$ cat src/rtl/multicycle_ctrl_fsm.sv
// Multi-cycle control sequencer for the RV64 subset: R-type, addi, ld, sd, beq.
// Optional performance counters are built when MCFSM_PERF_CNT_EN is defined.
module multicycle_ctrl_fsm #(
  parameter int MEM_TIMEOUT = 16,
  parameter int CNT_W       = 32
) (
  input  logic             clk,
  input  logic             reset,
  input  logic [6:0]       opcode,
  input  logic             zero,
  input  logic             mem_ready,
  output logic             mem_req,
  output logic             mem_we,
  output logic             iord,
  output logic             ir_write,
  output logic             pc_write,
  output logic             pc_src,
  output logic             reg_write,
  output logic             mem_to_reg,
  output logic [1:0]       alu_src_a,
  output logic [1:0]       alu_src_b,
  output logic [1:0]       alu_op,
  output logic             trap,
  output logic [1:0]       trap_cause,
  output logic [CNT_W-1:0] cycle_cnt,
  output logic [CNT_W-1:0] instret_cnt,
  output logic [3:0]       dbg_state
);

  // Memory handshake: mem_req is held high for the whole access; the access
  // completes in the cycle where mem_req=1 and mem_ready=1. mem_ready while
  // mem_req=0 carries no meaning and is ignored.

  localparam logic [3:0] S_RESET    = 4'd0;
  localparam logic [3:0] S_FETCH    = 4'd1;
  localparam logic [3:0] S_DECODE   = 4'd2;
  localparam logic [3:0] S_EXEC_R   = 4'd3;
  localparam logic [3:0] S_EXEC_I   = 4'd4;
  localparam logic [3:0] S_MEM_ADDR = 4'd5;
  localparam logic [3:0] S_MEM_RD   = 4'd6;
  localparam logic [3:0] S_MEM_WR   = 4'd7;
  localparam logic [3:0] S_WB_ALU   = 4'd8;
  localparam logic [3:0] S_WB_MEM   = 4'd9;
  localparam logic [3:0] S_BRANCH   = 4'd10;
  localparam logic [3:0] S_TRAP     = 4'd11;

  localparam logic [6:0] OP_R    = 7'b0110011;
  localparam logic [6:0] OP_I    = 7'b0010011;
  localparam logic [6:0] OP_LD   = 7'b0000011;
  localparam logic [6:0] OP_SD   = 7'b0100011;
  localparam logic [6:0] OP_BEQ  = 7'b1100011;

  localparam logic [1:0] SRC_A_PC    = 2'b00;
  localparam logic [1:0] SRC_A_RS1   = 2'b01;
  localparam logic [1:0] SRC_A_OLDPC = 2'b10;
  localparam logic [1:0] SRC_B_RS2   = 2'b00;
  localparam logic [1:0] SRC_B_FOUR  = 2'b01;
  localparam logic [1:0] SRC_B_IMM   = 2'b10;
  localparam logic [1:0] ALU_ADD     = 2'b00;
  localparam logic [1:0] ALU_SUB     = 2'b01;
  localparam logic [1:0] ALU_FUNCT   = 2'b10;

  localparam logic [1:0] CAUSE_ILLEGAL = 2'b01;
  localparam logic [1:0] CAUSE_TIMEOUT = 2'b10;

  localparam int          WAIT_W = (MEM_TIMEOUT > 1) ? $clog2(MEM_TIMEOUT + 1) : 1;
  localparam bit          TO_EN  = (MEM_TIMEOUT > 0);
  localparam logic [31:0] TO_LIM = 32'(MEM_TIMEOUT);

  logic [3:0]        state_q, state_d;
  logic [WAIT_W-1:0] wait_q, wait_d;
  logic [1:0]        cause_q, cause_d;
  logic              retire;
  logic [31:0]       wait_next;
  logic              timeout_hit;

  // The limit is reached when this stalled cycle would bring the count to MEM_TIMEOUT.
  assign wait_next   = 32'(wait_q) + 32'd1;
  assign timeout_hit = TO_EN && (wait_next >= TO_LIM);

  always_comb begin
    state_d = state_q;
    wait_d  = wait_q;
    cause_d = cause_q;
    retire  = 1'b0;
    case (state_q)
      S_RESET: begin
        state_d = S_FETCH;
        wait_d  = '0;
      end
      S_FETCH: begin
        if (mem_ready) begin
          state_d = S_DECODE;
        end else if (timeout_hit) begin
          state_d = S_TRAP;
          cause_d = CAUSE_TIMEOUT;
        end else if (TO_EN) begin
          wait_d = wait_q + 1'b1;
        end
      end
      S_DECODE: begin
        case (opcode)
          OP_R:         state_d = S_EXEC_R;
          OP_I:         state_d = S_EXEC_I;
          OP_LD, OP_SD: state_d = S_MEM_ADDR;
          OP_BEQ:       state_d = S_BRANCH;
          default: begin
            state_d = S_TRAP;
            cause_d = CAUSE_ILLEGAL;
          end
        endcase
      end
      S_EXEC_R, S_EXEC_I: state_d = S_WB_ALU;
      S_MEM_ADDR: begin
        state_d = (opcode == OP_LD) ? S_MEM_RD : S_MEM_WR;
        wait_d  = '0;
      end
      S_MEM_RD: begin
        if (mem_ready) begin
          state_d = S_WB_MEM;
        end else if (timeout_hit) begin
          state_d = S_TRAP;
          cause_d = CAUSE_TIMEOUT;
        end else if (TO_EN) begin
          wait_d = wait_q + 1'b1;
        end
      end
      S_MEM_WR: begin
        if (mem_ready) begin
          state_d = S_FETCH;
          wait_d  = '0;
          retire  = 1'b1;
        end else if (timeout_hit) begin
          state_d = S_TRAP;
          cause_d = CAUSE_TIMEOUT;
        end else if (TO_EN) begin
          wait_d = wait_q + 1'b1;
        end
      end
      S_WB_ALU, S_WB_MEM, S_BRANCH: begin
        state_d = S_FETCH;
        wait_d  = '0;
        retire  = 1'b1;
      end
      S_TRAP: state_d = S_TRAP;
      default: state_d = S_RESET;
    endcase
  end

  always_ff @(posedge clk or posedge reset) begin
    if (reset) begin
      state_q <= S_RESET;
      wait_q  <= '0;
      cause_q <= 2'b00;
    end else begin
      state_q <= state_d;
      wait_q  <= wait_d;
      cause_q <= cause_d;
    end
  end

  // Moore decode; the fetch write enables follow mem_ready so the PC/IR load
  // exactly once, and the branch PC write follows the ALU zero flag.
  always_comb begin
    mem_req    = 1'b0;
    mem_we     = 1'b0;
    iord       = 1'b0;
    ir_write   = 1'b0;
    pc_write   = 1'b0;
    pc_src     = 1'b0;
    reg_write  = 1'b0;
    mem_to_reg = 1'b0;
    alu_src_a  = SRC_A_PC;
    alu_src_b  = SRC_B_RS2;
    alu_op     = ALU_ADD;
    trap       = 1'b0;
    case (state_q)
      S_FETCH: begin
        mem_req   = 1'b1;
        ir_write  = mem_ready;
        pc_write  = mem_ready;
        alu_src_a = SRC_A_PC;
        alu_src_b = SRC_B_FOUR;
        alu_op    = ALU_ADD;
      end
      S_DECODE: begin
        alu_src_a = SRC_A_OLDPC;
        alu_src_b = SRC_B_IMM;
        alu_op    = ALU_ADD;
      end
      S_EXEC_R: begin
        alu_src_a = SRC_A_RS1;
        alu_src_b = SRC_B_RS2;
        alu_op    = ALU_FUNCT;
      end
      S_EXEC_I, S_MEM_ADDR: begin
        alu_src_a = SRC_A_RS1;
        alu_src_b = SRC_B_IMM;
        alu_op    = ALU_ADD;
      end
      S_MEM_RD: begin
        mem_req = 1'b1;
        iord    = 1'b1;
      end
      S_MEM_WR: begin
        mem_req = 1'b1;
        mem_we  = 1'b1;
        iord    = 1'b1;
      end
      S_WB_ALU: reg_write = 1'b1;
      S_WB_MEM: begin
        reg_write  = 1'b1;
        mem_to_reg = 1'b1;
      end
      S_BRANCH: begin
        alu_src_a = SRC_A_RS1;
        alu_src_b = SRC_B_RS2;
        alu_op    = ALU_SUB;
        pc_src    = 1'b1;
        pc_write  = zero;
      end
      S_TRAP: trap = 1'b1;
      default: ;
    endcase
  end

  assign trap_cause = cause_q;
  assign dbg_state  = state_q;

`ifdef MCFSM_PERF_CNT_EN
  logic [CNT_W-1:0] cycle_q, instret_q;

  always_ff @(posedge clk or posedge reset) begin
    if (reset) begin
      cycle_q   <= '0;
      instret_q <= '0;
    end else begin
      cycle_q <= cycle_q + 1'b1;
      if (retire) instret_q <= instret_q + 1'b1;
    end
  end

  assign cycle_cnt   = cycle_q;
  assign instret_cnt = instret_q;
`else
  logic unused_retire;
  assign unused_retire = retire;
  assign cycle_cnt     = '0;
  assign instret_cnt   = '0;
`endif

endmodule

$ cat config.mk
export PLATFORM = sky130hd
export DESIGN_NAME = multicycle_ctrl_fsm
export DESIGN_NICKNAME = d
export VERILOG_FILES = /design/src/rtl/multicycle_ctrl_fsm.sv
export SDC_FILE = /design/constraint.sdc
export NUM_CORES = 1
export LEC_CHECK = 0
export CORE_ASPECT_RATIO = 1.2
export CORE_MARGIN = 4
export CORE_UTILIZATION = 38
export CTS_CLUSTER_DIAMETER = 50
export DETAILED_ROUTE_END_ITERATION = 12
export GPL_TIMING_DRIVEN = 1
export PLACE_DENSITY = 0.85
export SLEW_MARGIN = 5
export SYNTH_ARGS = -nofsm -noshare
export SYNTH_HDL_FRONTEND = slang
export SYNTH_SLANG_ARGS = --single-unit
$ cat constraint.sdc
create_clock -name clk -period 4.7 [get_ports clk]
set_clock_uncertainty 0.2 [all_clocks]
set_input_delay 0.47 -clock clk [delete_from_list [all_inputs] [get_ports clk]]
set_output_delay 0.47 -clock clk [all_outputs]
set_load 0.03 [all_outputs]
==> qor.yml, run 1 <==
synth.area.top_cells: "buf_4, dfrtp_1, nor2_1"
dieWidth_um: 62.9
post-route-period-util: 0.641
whs_ns: 0.294
max-clock-path-buffers: 2
relSlewSlack: 0.491
yosys.area.top_type: "buf_4"
tightest_slew_ns: 0.757
firstDrtPassIters: 4
grt_pass1_wl_um: 3860
hold_class: "reg2reg"
ys_ff_latch: 11
core_sq_um: 3400
htree_levels: 1
synth_cell_type_count: 39
hold_viol_final: 0
place_congestion: 0.915
dieArea_sq_um: 4640
path_max_fanout: 14
postSynthAreaPerCell_sq_um: 7.63
leakagePower_nw: 0.708
whs_endpoint: "trap_cause[0]"
place_area_sq_um: 1450
setup_violations: 0
worstPathArrival_ns: 2.34
post_drt_wl_per_cell_um: 10.7
setup_slack_ns: 1.69
r2r-end: "wait_q[3]"
ant_nets: 0
r2r-start: "wait_q[0]"
reg2reg_slack_ns: 2.58
row_count: 23
drv_cap: 0
postCtsSetupBuffers: 0
r2r_cells: 6
area_growth_pct: 8.66
fin_area_sq_um: 1490
syn_area_sq_um: 1370
powerDensity_nw_per_um2: 517
synth_ff_type: "dfrtp_1"
pre_cts_slack_ns: 1.93
io_pins: 96
floorplan.initialDensity: 0.404
yosysMostFrequentCell: "buf_4"
antenna_cells: 0
routed_wirelength_um: 2620
cts-root-buf: "clkbuf_8"
startpoint_type: "flop"
io_buffers: 31
drive_gt1_frac: 0.0433
num-nets-final: 221
ys_async_sr_fraction: 1.00
cts_hold_buf: 0
cts_resized: 0
worstHoldStart: "trap_cause[0]"
hold-path-cell-count: 1
power_w: 0.000771
antenna_found_initial: 0
syn_inst: 180
yosysWarnings: 0
drt_iter0_drc: 45
ys_seq_area_frac: 0.201
synth.top_cell.area_share: 0.361
crit_type: "reg2out"
worstSetupEndpointType: "primary output"
rsz0062_at_grt: "false"
ir_drop_mv: 0.149
fmax_ghz: 0.332
post-route-min-period_ns: 3.01
clock_sinks: 11
grt_max_degree: 21
die_h_um: 73.8
synth_edf_count: 0
vias: 1091
insertion_delay_ns: 0.23
cts_buffers: 3
grt_pass1_vias: 872
drc: 0
status: "complete, no violations"
clk_pin_slew_ns: 0.05
hpwl_um: 2170
setup_tns_ns: 0
crit_required_ns: 4.03
slew_viol_final: 0
grt.overflow.total: 0
netlist_top_cells_count: "buf_4, nor2_1, a21oi_1"
via_per_inst: 4.45
grt_usage: 0.101
cts_tree: "yes"
## where the power goes
group	total, W	internal [W]	switching [W]
logic	0.000503	0.000180	0.000323
clock network	0.0000924	0.0000581	0.0000343
registers	0.000176	0.000116	0.0000598
total	0.000771	0.000355	0.000417
## state kept, by name, summed over array words and instances, names as in the netlist
register,cells
wait_q,5
trap_cause,2
dbg_state,4
## layer usage
metal,routed length (um),global-route usage
met1,1030,0.128
met2,1280,0.174
met3,320,0.0214
met4,0,0.0294
met5,0,0
## critical path, cell delays in order (launching register included)
cell,delay (ns)
dfrtp_1,0.57
clkinv_1,0.32
nor3_1,0.38
a21o_1,0.17
clkdlybuf4s50_1,0.67
## worst max-delay path by stage
| stage | from | to | slack [ns] | cells after the start |
|---|---|---|---|---|
| finish | dbg_state[1] | pc_write | 1.69 | 4 |
| global route | dbg_state[1] | pc_write | 1.49 | 4 |
| CTS | dbg_state[1] | pc_write | 1.67 | 4 |
| detailed placement | dbg_state[1] | pc_write | 1.93 | 4 |
| global placement | dbg_state[1] | pc_write | 2.01 | 4 |
| floorplan | dbg_state[3] | pc_write | 1.73 | 5 |
## stage by stage
stage,std cells,util
finish,245,0.439
global route,245,0.439
CTS,245,0.439
detailed placement,241,0.426
global placement,241,0.426
floorplan,243,-
## cells by family after synthesis
kind of cell / Yosys count / synth area share
other: 1 / 0.00273
adder cells (fa/ha/maj): 1 / 0.00911
flip-flops: 11 / 0.201
multiplexers: 2 / 0.0237
AO/OA/AOI/OAI: 35 / 0.162
AND/OR/NAND/NOR: 50 / 0.188
buffers and inverters: 78 / 0.401
XOR/XNOR: 2 / 0.0128
## layout by cell type, fill, tap and decap left out, types with 2 or more instances in the layout
master           Yosys  layout
nand2_1              8       8
conb_1               1      64
nor3b_1              2       2
o21ai_2              2       2
nor3_1               5       5
nand2b_1             3       3
a21o_1               2       2
clkdlybuf4s50_1      0      31
clkbuf_8             0       3
nor2_1              17      17
nand3_1              6       6
inv_1                7       7
o21ai_0              9       9
a21oi_1             12      12
or3_1                3       3
dfrtp_1             11      11
xor2_1               2       2
## final cells by class
type,instances,area [sq um]
sequential,11,275
fill,321,1900
clock buffer,3,41.3
tap,37,46.3
multi-input combinational,154,783
inverter,8,30.0
clock inverter,1,5.00
timing repair buffer,31,310
Power figures use the tool's default switching activity.
==> run 2, diff against run 1 <==
--- a/config.mk
+++ b/config.mk
@@ -7,11 +7,11 @@
 export LEC_CHECK = 0
 export CORE_ASPECT_RATIO = 1.2
 export CORE_MARGIN = 4
-export CORE_UTILIZATION = 38
+export CORE_UTILIZATION = 36
 export CTS_CLUSTER_DIAMETER = 50
 export DETAILED_ROUTE_END_ITERATION = 12
 export GPL_TIMING_DRIVEN = 1
-export PLACE_DENSITY = 0.85
+export PLACE_DENSITY = 0.81
 export SLEW_MARGIN = 5
 export SYNTH_ARGS = -nofsm -noshare
 export SYNTH_HDL_FRONTEND = slang
==> constraint.sdc (replaced) <==
create_clock -name clk -period 2.9 [get_ports clk]
set_clock_uncertainty 0.2 [all_clocks]
set_input_delay 0.29 -clock clk [delete_from_list [all_inputs] [get_ports clk]]
set_output_delay 0.29 -clock clk [all_outputs]
set_load 0.03 [all_outputs]
==> qor.yml, run 2 (synthesized netlist as in run 1, its figures left out) <==
final_cell_mix: "conb_1, clkdlybuf4s50_1, nor2_1"  # unchanged
insertion_delay_ns: 0.24  # was 0.23 ns
core_sq_um: 3660  # was 3400 sq um
status: "complete, no violations"  # unchanged
final_util: 0.418  # was 0.439
setup_violations: 0  # unchanged
place_congestion: 0.935  # was 0.915
setup_tns_ns: 0  # unchanged
antenna_found_initial: 0  # unchanged
leakagePower_nw: 0.723  # was 0.708 nW
die_h_um: 75.6  # was 73.8 um
regArea_sq_um: 275  # unchanged
ir_drop_mv: 0.237  # was 0.149 mV
vias: 1119  # was 1091
dieWidth_um: 64.4  # was 62.9 um
num-nets-final: 224  # was 221
grt_max_degree: 16  # was 21
multi_input_area_sq_um: 783  # unchanged
fill_cells: 391  # was 321
grt.overflow.total: 0  # unchanged
cts_buffers: 3  # unchanged
powerDensity_nw_per_um2: 842  # was 517 nW/um^2
drt_iter0_drc: 21  # was 45
htree_levels: 1  # unchanged
io_pins: 96  # unchanged
clk_pin_slew_ns: 0.05  # about the same
drc: 0  # unchanged
ant_nets: 0  # unchanged
grt_pass1_vias: 914  # was 872
worstSetupEndpointType: "primary output"  # unchanged
startpoint: "dbg_state[2]"  # was dbg_state[1]
post-route-min-period_ns: 2.69
startpoint_type: "flop"  # unchanged
max-clock-path-buffers: 2  # unchanged
path_max_fanout: 15  # was 14
antenna_cells: 0  # unchanged
r2r_cells: 6  # unchanged
row_count: 24  # was 23
pre_cts_slack_ns: 0.474  # was 1.93 ns
crit_type: "reg2out"  # unchanged
mostFrequentLayoutCell: "conb_1"  # unchanged
area_growth_pct: 11.7  # was 8.66%
cts-root-buf: "clkbuf_8"  # unchanged
cts_hold_buf: 0  # unchanged
largest_reg_flops: 5  # unchanged
firstDrtPassIters: 4  # unchanged
cts_tree: "yes"  # unchanged
relSlewSlack: 0.545  # was 0.491
io_buffers: 31  # unchanged
post_drt_wl_per_cell_um: 10.4  # was 10.7 um
drive_gt1_frac: 0.0569  # was 0.0433
r2r-start: "wait_q[0]"  # unchanged
whs_ns: 0.130  # was 0.294 ns
dieArea_sq_um: 4870  # was 4640 sq um
clock_sinks: 11  # unchanged
floorplan.initialDensity: 0.375  # was 0.404
worstPathArrival_ns: 2.20  # was 2.34 ns
hpwl_um: 2360  # was 2170 um
post-route-period-util: 0.926
grt_pass1_wl_um: 3910  # was 3860 um
via_per_inst: 4.25  # was 4.45
rsz0062_at_grt: "false"  # unchanged
cts_resized: 0  # unchanged
hold_viol_final: 0  # unchanged
fmax_ghz: 0.372
slew_viol_final: 0  # unchanged
setup_slack_ns: 0.215  # was 1.69 ns
hold_class: "in2async"  # was reg2reg
postCtsSetupBuffers: 0  # unchanged
routed_wirelength_um: 2740  # was 2620 um
grt_usage: 0.0995  # was 0.101
tightest_slew_ns: 0.677  # was 0.757 ns
place_area_sq_um: 1490  # was 1450 sq um
drv_cap: 0  # unchanged
top_register: "wait_q"  # unchanged
crit_required_ns: 2.41  # was 4.03 ns
fin_area_sq_um: 1530  # was 1490 sq um
run 2: cell types whose count changed in the layout (fill, tap and decap cells not counted), sizes merged:
| cell | change |
|---|---|
| buf | +3 |
run 2: through the flow:
step	cells	total power, W
finish	263	0.00129
global route	263	0.00137
CTS	263	0.00129
detailed placement	259	0.00114
global placement	259	0.00113
floorplan	243	0.000933
run 2: final cells by class:
class / count / share of cell area
flip-flops and latches: 11 / 0.180
repair buffers: 34 / 0.217
inverters: 8 / 0.0196
clock buffers: 3 / 0.0269
clock inverters: 1 / 0.00327
multi-input cells: 154 / 0.511
well taps: 52 / 0.0424
run 2: final timing paths:
check	end	slack [ns]
setup / recovery	pc_write	0.21
hold / removal	wait_q[4]	0.13
setup reg to reg	wait_q[3]	0.79
hold reg to reg	trap_cause[0]	0.31
max in group asynchronous	wait_q[0]	2.09
min in group clk	trap_cause[0]	0.31
run 2: worst max-delay path, cell delays in order (launching register included):
cell and delay, ns:
dfrtp_1 0.53, inv_1 0.20, nand2_1 0.13, nor3_1 0.27, a21o_1 0.16, clkdlybuf4s50_1 0.66
run 2: routing by layer:
| layer | wire [um] | vias to the layer above | global-route usage |
|---|---|---|---|
| li1 | - | 534 | - |
| met1 | 926 | 516 | 0.103 |
| met2 | 1470 | 65 | 0.198 |
| met3 | 304 | 4 | 0.0192 |
| met4 | 39 | 0 | 0.0376 |
| met5 | 0 | - | 0 |
run 2: power breakdown:
part	switching, W	leakage [nW]	total, W	internal (W)
Sequential	0.0000640	0.141	0.000253	0.000189
Clock	0.0000562	0.0255	0.000150	0.0000942
Combinational	0.000572	0.556	0.000887	0.000315
